$ cat src/rtl/led_fill_pkg.sv
// ============================================================================
//  Module      : led_fill_pkg
//  Description : Shared types and constants for the LED fill/drain sequencer:
//                FSM state encoding, LED bar width, rate-select width and the
//                prescaler width helper.
//  Revision    : 1.0 - initial release
// ============================================================================
`default_nettype none

package led_fill_pkg;

    // Sequencer states; PAUSE remembers which of FILL/HOLD/DRAIN to resume
    typedef enum logic [2:0] {
        S_IDLE  = 3'd0,
        S_FILL  = 3'd1,
        S_HOLD  = 3'd2,
        S_DRAIN = 3'd3,
        S_PAUSE = 3'd4
    } state_t;

    localparam int LED_W  = 16;
    localparam int RATE_W = 3;

    // Prescaler width large enough for the slowest rate (rate = 7)
    function automatic int presc_width(input int tick_div);
        return $clog2(tick_div << 7);
    endfunction

endpackage

`default_nettype wire

$ cat src/rtl/led_tick_gen.sv
// ============================================================================
//  Module      : led_tick_gen
//  Description : Step prescaler. Counts 0 .. (TICK_DIV << rate) - 1 while
//                enabled and raises tick for the cycle the count sits at its
//                maximum. clr restarts the count; en = 0 freezes it.
//  Revision    : 1.0 - initial release
// ============================================================================
`default_nettype none

module led_tick_gen
    import led_fill_pkg::*;
#(
    parameter int TICK_DIV = 4
) (
    input  logic              clk,
    input  logic              rst_n,
    input  logic              clr,
    input  logic              en,
    input  logic [RATE_W-1:0] rate,
    output logic              tick
);

    localparam int CNT_W = presc_width(TICK_DIV);

    logic [CNT_W-1:0] r_count;
    logic [CNT_W-1:0] w_max;

    // When the period equals 2**CNT_W the shift wraps to zero and the
    // subtraction wraps back to all-ones, which is still the right maximum.
    assign w_max = (CNT_W'(TICK_DIV) << rate) - CNT_W'(1);
    assign tick  = en & (r_count == w_max);

    // Free-running modulo-period counter with clear priority over enable
    always_ff @(posedge clk or negedge rst_n) begin
        if (!rst_n) begin
            r_count <= '0;
        end else if (clr) begin
            r_count <= '0;
        end else if (en) begin
            if (r_count == w_max) begin
                r_count <= '0;
            end else begin
                r_count <= r_count + CNT_W'(1);
            end
        end
    end

endmodule

`default_nettype wire

$ cat src/rtl/led_fill_seq.sv
// ============================================================================
//  Module      : led_fill_seq
//  Description : 16-LED fill/hold/drain sequencer with push-button start and
//                pause/resume, button synchronizer and edge detect, and a
//                switch-selected step rate latched at each start.
//                Optional build macro LED_FILL_SEQ_LOOP_EN: on DRAIN
//                completion restart FILL (re-latching the rate) instead of
//                returning to IDLE.
//  Revision    : 1.0 - initial release
// ============================================================================
`default_nettype none

module led_fill_seq
    import led_fill_pkg::*;
#(
    parameter int TICK_DIV   = 4,
    parameter int HOLD_STEPS = 4
) (
    input  logic              clk,
    input  logic              rst_n,
    input  logic              button,
    input  logic [RATE_W-1:0] switch,
    output logic [LED_W-1:0]  led,
    output logic              busy,
    output logic              done
);

    localparam int STEP_MAX = (HOLD_STEPS > LED_W) ? HOLD_STEPS : LED_W;
    localparam int STEP_W   = $clog2(STEP_MAX);
    localparam logic [STEP_W-1:0] C_FILL_LAST = STEP_W'(LED_W - 1);
    localparam logic [STEP_W-1:0] C_HOLD_LAST = STEP_W'(HOLD_STEPS - 1);

    logic              r_sync0, r_sync1, r_sync_d;
    logic              w_press;
    state_t            r_state,  w_state_nx;
    state_t            r_resume, w_resume_nx;
    logic [LED_W-1:0]  r_led,    w_led_nx;
    logic [STEP_W-1:0] r_step,   w_step_nx;
    logic [RATE_W-1:0] r_rate,   w_rate_nx;
    logic              r_done,   w_done_nx;
    logic              w_run, w_en, w_clr, w_tick;

    // Two-flop synchronizer plus a delayed copy for rising-edge detection
    always_ff @(posedge clk or negedge rst_n) begin
        if (!rst_n) begin
            r_sync0  <= 1'b0;
            r_sync1  <= 1'b0;
            r_sync_d <= 1'b0;
        end else begin
            r_sync0  <= button;
            r_sync1  <= r_sync0;
            r_sync_d <= r_sync1;
        end
    end

    assign w_press = r_sync1 & ~r_sync_d;
    assign w_run   = (r_state == S_FILL) || (r_state == S_HOLD) || (r_state == S_DRAIN);
    // The press cycle does not advance the prescaler, so a coincident tick
    // is not lost: it fires again on the first cycle after resume.
    assign w_en    = w_run & ~w_press;

    led_tick_gen #(
        .TICK_DIV (TICK_DIV)
    ) u_tick_gen (
        .clk   (clk),
        .rst_n (rst_n),
        .clr   (w_clr),
        .en    (w_en),
        .rate  (r_rate),
        .tick  (w_tick)
    );

    // Sequencer state and registered outputs
    always_ff @(posedge clk or negedge rst_n) begin
        if (!rst_n) begin
            r_state  <= S_IDLE;
            r_resume <= S_IDLE;
            r_led    <= '0;
            r_step   <= '0;
            r_rate   <= '0;
            r_done   <= 1'b0;
        end else begin
            r_state  <= w_state_nx;
            r_resume <= w_resume_nx;
            r_led    <= w_led_nx;
            r_step   <= w_step_nx;
            r_rate   <= w_rate_nx;
            r_done   <= w_done_nx;
        end
    end

    // Next-state, LED pattern, step counter and prescaler control
    always_comb begin
        w_state_nx  = r_state;
        w_resume_nx = r_resume;
        w_led_nx    = r_led;
        w_step_nx   = r_step;
        w_rate_nx   = r_rate;
        w_done_nx   = 1'b0;
        w_clr       = 1'b0;
        case (r_state)
            S_IDLE: begin
                w_led_nx = '0;
                if (w_press) begin
                    w_rate_nx  = switch;
                    w_clr      = 1'b1;
                    w_step_nx  = '0;
                    w_state_nx = S_FILL;
                end
            end
            S_FILL, S_HOLD, S_DRAIN: begin
                if (w_press) begin
                    w_resume_nx = r_state;
                    w_state_nx  = S_PAUSE;
                end else if (w_tick) begin
                    if (r_state == S_FILL) begin
                        w_led_nx = {r_led[LED_W-2:0], 1'b1};
                        if (r_step == C_FILL_LAST) begin
                            w_step_nx  = '0;
                            w_state_nx = S_HOLD;
                        end else begin
                            w_step_nx = r_step + STEP_W'(1);
                        end
                    end else if (r_state == S_HOLD) begin
                        if (r_step == C_HOLD_LAST) begin
                            w_step_nx  = '0;
                            w_state_nx = S_DRAIN;
                        end else begin
                            w_step_nx = r_step + STEP_W'(1);
                        end
                    end else begin
                        w_led_nx = {1'b0, r_led[LED_W-1:1]};
                        if (r_led[LED_W-1:1] == '0) begin
                            w_done_nx = 1'b1;
`ifdef LED_FILL_SEQ_LOOP_EN
                            w_rate_nx  = switch;
                            w_clr      = 1'b1;
                            w_step_nx  = '0;
                            w_state_nx = S_FILL;
`else
                            w_state_nx = S_IDLE;
`endif
                        end
                    end
                end
            end
            S_PAUSE: begin
                if (w_press) begin
                    w_state_nx = r_resume;
                end
            end
            default: begin
                w_led_nx   = '0;
                w_state_nx = S_IDLE;
            end
        endcase
    end

    assign led  = r_led;
    assign busy = (r_state != S_IDLE);
    assign done = r_done;

endmodule

`default_nettype wire

$ cat config.mk
export PLATFORM = sky130hd
export DESIGN_NAME = led_fill_seq
export DESIGN_NICKNAME = d
export VERILOG_FILES = /design/src/rtl/led_fill_pkg.sv /design/src/rtl/led_tick_gen.sv /design/src/rtl/led_fill_seq.sv
export SDC_FILE = /design/constraint.sdc
export NUM_CORES = 1
export LEC_CHECK = 0
export ABC_AREA = 1
export CAP_MARGIN = 20
export CELL_PAD_IN_SITES_DETAIL_PLACEMENT = 1
export CELL_PAD_IN_SITES_GLOBAL_PLACEMENT = 2
export CORE_ASPECT_RATIO = 1.75
export CORE_MARGIN = 3
export CORE_UTILIZATION = 25
export DETAILED_ROUTE_END_ITERATION = 8
export GPL_TIMING_DRIVEN = 0
export HOLD_SLACK_MARGIN = 0.03
export PLACE_DENSITY = 0.71
export SYNTH_ARGS = -nofsm -noshare
export SYNTH_HDL_FRONTEND = slang
export SYNTH_SLANG_ARGS = --single-unit
$ cat constraint.sdc
create_clock -name clk -period 4.44 [get_ports clk]
set_clock_uncertainty 0.05 [all_clocks]
set_input_delay 1.11 -clock clk [delete_from_list [all_inputs] [get_ports clk]]
set_output_delay 1.11 -clock clk [all_outputs]
set_load 0.005 [all_outputs]
==> results.ini, run 1 <==
[status]
status = finished, final reports clean

[power]
power.density_nw_per_um2 = 770
leakagePower_uw = 0.00138
ir_worst_vdd_v = 0.000292

[synthesis]
synthAdderAreaFrac_pct = 1.50
synth-compound-area-share_pct = 12.2
synth_ff_type = dfrtp_1
syn_avg_cell_area_um2 = 7.62
synthesis.nets = 338
synth_area_um2 = 2510
yosys.area.top_type_share_pct = 41.9
synthArstFlopShare_pct = 100
synthSimpleGateAreaFrac_pct = 33.5
synth_area_leaders = dfrtp_1 (42%), nand2_1 (10%), nand4_1 (5.5%)
synth_most_common_cell = nand2_1
synth_mux_area_share_pct = 0
seq_area_frac_synth_pct = 41.9
ys_types = 33
synthCells = 329
synth_top_area_cell = dfrtp_1
synth_top_family_by_area = simple AND/OR/NAND/NOR gates
synth_xor_area_share_pct = 2.45
yosysWarnings = 0
synth_edf_count = 0
synth_common_cells = nand2_1 (67), dfrtp_1 (42), inv_1 (34), nor2_1 (27), nand4_1 (22)
ys_seq_elements = 42

[timing]
max_freq_ghz = 0.343
min_period_over_period_pct = 65.6
relSlewSlack_pct = 52.0
rsz0062_at_grt = false
whs_ns = 0.300
fin_setup_tns_ns = 0
setup_viol = 0
worst_pin_slew_ns = 0.715
hold_violations = 0
fin_crit_ns = 2.91
slew_violations = 0

[floorplan]
die_h_um = 138
rows = 47
initial_core_util_pct = 26.0
die_x_um = 81.7
design.die.area_um2 = 11300
core_um2 = 9640
ios = 24

[setup_path]
reg2regPathDepth = 16
crit_path_end_kind = primary output
start_kind = register
crit_fanout = 8
r2r-end = led[2]$_DFFE_PN0P_
r2r-start = r_rate[2]$_DFFE_PN0P_
worstPathArrival_ns = 1.75
path_class = register to primary output
r2r_slack_ns = 1.93
required_ns = 3.28

[hold_path]
worstHoldStart = r_sync0$_DFF_PN0_
holdPathStages = 0
hp-class = register to register
holdPathEnd = r_sync1$_DFF_PN0_

[global_route]
grt_overflow = 0
grt_pass1_vias = 2515
grt_pass1_wl_um = 12800
grt_max_degree = 29
grt_antenna_before_repair = 0
track_usage_pct = 14.6

[clock_tree]
postCtsSetupBuffers = 0
cts_hold_buffers = 0
cts.repair.resized = 0
cts_tree = built
clkTransAtPathRegs_ns = 0.06
cts-root-buf = clkbuf_16
cts_buffers = 5
clock_path_buffers = 2
clock-sinks = 42
clock_latency_ns = 0.29
htree_levels = 2

[final_layout]
final_util_pct = 31.7
diodes = 0
drive_above_1_share_pct = 14.7
fill_cells = 1210
area_growth_pct = 21.9
finalNetCount = 369

[routing]
dr.first_iter.drc_count = 88
wl_per_cell_um = 15.6
drc = 0
viasPerCell = 4.82
drt_wl_total_um = 7550
dr.pass1.iters = 4
num_vias = 2326
antenna_left = 0

[placement]
dp_hpwl_um = 5760
portBuffers = 23
gp_congestion = 0.743

[job]
drv_cap = 0

-- critical path: stages (launching register included) --
cell and delay [ns]:
dfrtp_1 0.47, inv_2 0.14, nand2_2 0.14, inv_2 0.04
nand2_1 0.14, clkdlybuf4s50_1 0.53
-- cell families after synthesis --
kind of cell	count (synthesis)
AO/OA/AOI/OAI	57
adder cells (fa/ha/maj)	3
flip-flops	42
AND/OR/NAND/NOR	168
XOR/XNOR	7
buffers and inverters	52
-- layout by cell type (no fill, tap or decap), drive strengths merged, types with 2 or more instances in the layout --
master / instances
xor2: 6
nor2: 33
clkbuf: 10
nand2: 86
o21ai: 25
clkinv: 2
a21oi: 20
o22ai: 9
clkdlybuf4s50: 22
buf: 6
inv: 43
ha: 3
nor3: 4
nand4: 22
nand3: 18
nor4: 2
or2: 2
dfrtp: 42
-- how the worst max path moves through the flow --
stage | from | endpoint
finish | r_state[1]$_DFFE_PN0P_ | busy
global route | r_state[1]$_DFFE_PN0P_ | busy
CTS | r_state[1]$_DFFE_PN0P_ | busy
detailed placement | r_state[1]$_DFFE_PN0P_ | busy
global placement | rst_n | r_sync0$_DFF_PN0_
floorplan | r_rate[2]$_DFFE_PN0P_ | led[13]$_DFFE_PN0P_
-- layout make-up --
type / count / area, µm² / area share (%)
Multi-Input combinational cell: 235 / 1240 / 40.7
Timing Repair Buffer: 24 / 245 / 8.02
Inverter: 44 / 165 / 5.40
Clock buffer: 6 / 139 / 4.54
Sequential cell: 42 / 1050 / 34.4
Tap cell: 122 / 153 / 4.99
Buffer: 8 / 47.5 / 1.56
Clock inverter: 2 / 12.5 / 0.409
-- power breakdown --
group / switching (µW) / internal, µW / total (µW)
sequential: 148 / 517 / 665
combinational: 814 / 496 / 1310
clock: 156 / 223 / 379
-- flip-flops by register name (all words and copies together) (netlist names) --
| name | flops |
|---|---|
| led | 16 |
| r_resume | 3 |
| r_sync0 | 1 |
| r_state | 3 |
| done | 1 |
| u_tick_gen.r_count | 9 |
| r_sync_d | 1 |
| r_rate | 3 |
| r_step | 4 |
| r_sync1 | 1 |
-- routing by layer --
layer / wire length [µm] / vias to the layer above / track usage, %
li1: - / 1152 / -
met4: 127 / 0 / 4.55
met2: 4330 / 28 / 27.7
met3: 142 / 7 / 2.08
met5: 0 / - / 0
met1: 2940 / 1139 / 16.1
-- stage by stage --
stage / cell area (µm²) / setup slack (ns) / std cells / total power (µW)
2_1_floorplan: 2510 / 2.31 / 329 / 1540
3_3_place_gp: 2890 / 0.906 / 474 / 1980
3_5_place_dp: 2910 / 1.84 / 475 / 2000
4_1_cts: 3060 / 1.51 / 483 / 2400
5_1_grt: 3060 / 1.40 / 483 / 2600
6_report: 3060 / 1.53 / 483 / 2350
(Power assumes the default switching activity.)
==> run 2, diff against run 1 <==
--- a/config.mk
+++ b/config.mk
@@ -15,7 +15,7 @@
 export DETAILED_ROUTE_END_ITERATION = 8
 export GPL_TIMING_DRIVEN = 0
 export HOLD_SLACK_MARGIN = 0.03
-export PLACE_DENSITY = 0.71
+export PLACE_DENSITY = 0.74
 export SYNTH_ARGS = -nofsm -noshare
 export SYNTH_HDL_FRONTEND = slang
 export SYNTH_SLANG_ARGS = --single-unit
==> constraint.sdc (replaced) <==
create_clock -name clk -period 2.4 [get_ports clk]
set_clock_uncertainty 0.05 [all_clocks]
set_input_delay 0.6 -clock clk [delete_from_list [all_inputs] [get_ports clk]]
set_output_delay 0.6 -clock clk [all_outputs]
set_load 0.005 [all_outputs]
==> run 2 against run 1 <==
  * First-iteration DRC count rose by 19%
  * Utilization rose by 1.8 points
  * Cell area rose by 5.6%
  * Wire length rose by 1.6%
  * Cell count rose by 2.5%
  * Global-route usage barely moved
  * Sequential power rose by 83%
  * Sequential share of layout area fell by 1.7 points
  * Combinational power rose by 110%
  * Critical endpoint is now led[1]$_DFFE_PN0P_
==> results.ini, run 2 (synthesis gave the netlist of run 1 again) <==
[routing]
dr.first_iter.drc_count = 105
dr.pass1.iters = 4
num_vias = 2380
drc = 0
drt_wl_total_um = 7670
viasPerCell = 4.81
antenna_left = 0
wl_per_cell_um = 15.5

[placement]
gp_congestion = 0.755
portBuffers = 23
place_area_um2 = 2910
dp_hpwl_um = 5700

[power]
ir_worst_vdd_v = 0.000531
power.density_nw_per_um2 = 1450
power_frac_comb_pct = 59.0
pwr-share-clk_pct = 15.0
intPower_uw = 2520
leakagePower_uw = 0.00145
p_sw_share_pct = 46.1
p_seq_share_pct = 26.0
power.net_switching_uw = 2160

[job]
drv_cap = 0

[clock_tree]
cts_tree = built
clock-sinks = 42
htree_levels = 2
cts_hold_buffers = 0
cts_buffers = 5
clock_latency_ns = 0.29
clock_path_buffers = 2
clkTransAtPathRegs_ns = 0.06
cts-root-buf = clkbuf_16

[global_route]
grt_antenna_before_repair = 0
grt_overflow = 0
grt_pass1_wl_um = 12800
track_usage_pct = 14.6
grt_max_degree = 32
grt_pass1_vias = 2588

[final_layout]
seq_area_um2 = 1050
largest_reg_flops = 16
final_cell_area_um2 = 3230
multi_input_area_um2 = 1290
area_growth_pct = 28.7
layout_common_cells = nand2_1 (57), dfrtp_1 (39), inv_1 (33)
finalNetCount = 381
fill_cells = 1206
final_common_cell = nand2_1
diodes = 0
drive_above_1_share_pct = 21.7

[timing]
fin_setup_tns_ns = 0
setup_viol = 0
relSlewSlack_pct = 53.9
min_period_over_period_pct = 95.7
rsz0062_at_grt = true
slew_violations = 0
whs_ns = 0.147
max_freq_ghz = 0.435
fin_crit_ns = 2.30
hold_violations = 0
worst_pin_slew_ns = 0.686

[floorplan]
design.die.area_um2 = 11300
core_um2 = 9640
rows = 47
die_h_um = 138
initial_core_util_pct = 26.0
ios = 24
die_x_um = 81.7

[hold_path]
hp-class = primary input to async pin

[status]
status = finished, final reports clean

[setup_path]
worst-path-stages = 15
max_stage_delay_ns = 0.45
crit_path_end_kind = register
crit_path_frequent_cell = nand2_2
r2r-start = r_rate[1]$_DFFE_PN0P_
required_ns = 2.53
path_cells = nor2_4, nand2_2, ha_4, nand2_2, nand2_2, nand3_2, nor2_2, nand2_2, nor2_4, nand3_4, nand2_8, nand3_4, clkbuf_16, nand2_2, nand2_1
crit_family = simple AND/OR/NAND/NOR gates
reg2regPathDepth = 15
cp_num_buf_inv = 1
start_kind = register
r2r-end = led[1]$_DFFE_PN0P_
worstPathArrival_ns = 2.43
path_class = register to register
crit_fanout = 5
slowest_stage = dfrtp_2
r2r_slack_ns = 0.10

[run 2: cell types whose count changed in the layout (fill, tap and decap cells not counted), sizes merged]
cell / delta
buf: +11
clkbuf: +2
clkinvlp: -1
[run 2: routing by layer]
metal | part of all wire, % | track usage, % | vias up
met5 | 0 | 0 | -
met4 | 2.9 | 5.08 | 0
met3 | 2.2 | 2.41 | 16
met2 | 58 | 27.5 | 31
met1 | 37 | 15.9 | 1152
li1 | - | - | 1181
[run 2: power groups by stage]
stage	Sequential, µW	Clock, µW	Combinational [µW]
5_1_grt	1260	752	3150
6_report	1220	703	2760
3_3_place_gp	1240	0	2400
4_1_cts	1230	725	2520
3_5_place_dp	1240	0	2450
2_1_floorplan	1170	0	1680
[run 2: how the worst max path moves through the flow]
stage | startpoint | to
after detailed placement | r_rate[2]$_DFFE_PN0P_ | led[1]$_DFFE_PN0P_
after global routing | r_rate[1]$_DFFE_PN0P_ | led[1]$_DFFE_PN0P_
after floorplan | r_rate[2]$_DFFE_PN0P_ | led[13]$_DFFE_PN0P_
after CTS | r_rate[1]$_DFFE_PN0P_ | led[1]$_DFFE_PN0P_
final | r_rate[1]$_DFFE_PN0P_ | led[1]$_DFFE_PN0P_
after global placement | rst_n | r_rate[2]$_DFFE_PN0P_
[run 2: what timing repair did]
action                     in CTS  in global routing
resized for setup               4                 17
pin swaps                       2                  8
gates cloned                    0                  1
setup endpoints to repair      11                 34
setup buffers                   3                  8
[run 2: layout make-up]
| cell class | instances | share of cell area [%] |
|---|---|---|
| plain buffers | 8 | 1.74 |
| clock buffers | 7 | 4.42 |
| clock inverters | 1 | 0.155 |
| inverters | 44 | 5.12 |
| multi-input cells | 235 | 40.1 |
| flip-flops and latches | 42 | 32.7 |
| well taps | 122 | 4.73 |
| repair buffers | 36 | 11.1 |
[run 2: per-stage QoR]
step | setup WS (ns) | utilization, % | instances | power (µW)
floorplan | 0.266 | - | 329 | 2850
CTS | 0.00504 | 32.0 | 486 | 4470
global route | -0.0601 | 33.5 | 495 | 5160
global placement | -0.608 | 30.0 | 474 | 3640
finish | 0.104 | 33.5 | 495 | 4690
detailed placement | -0.0936 | 30.1 | 475 | 3690
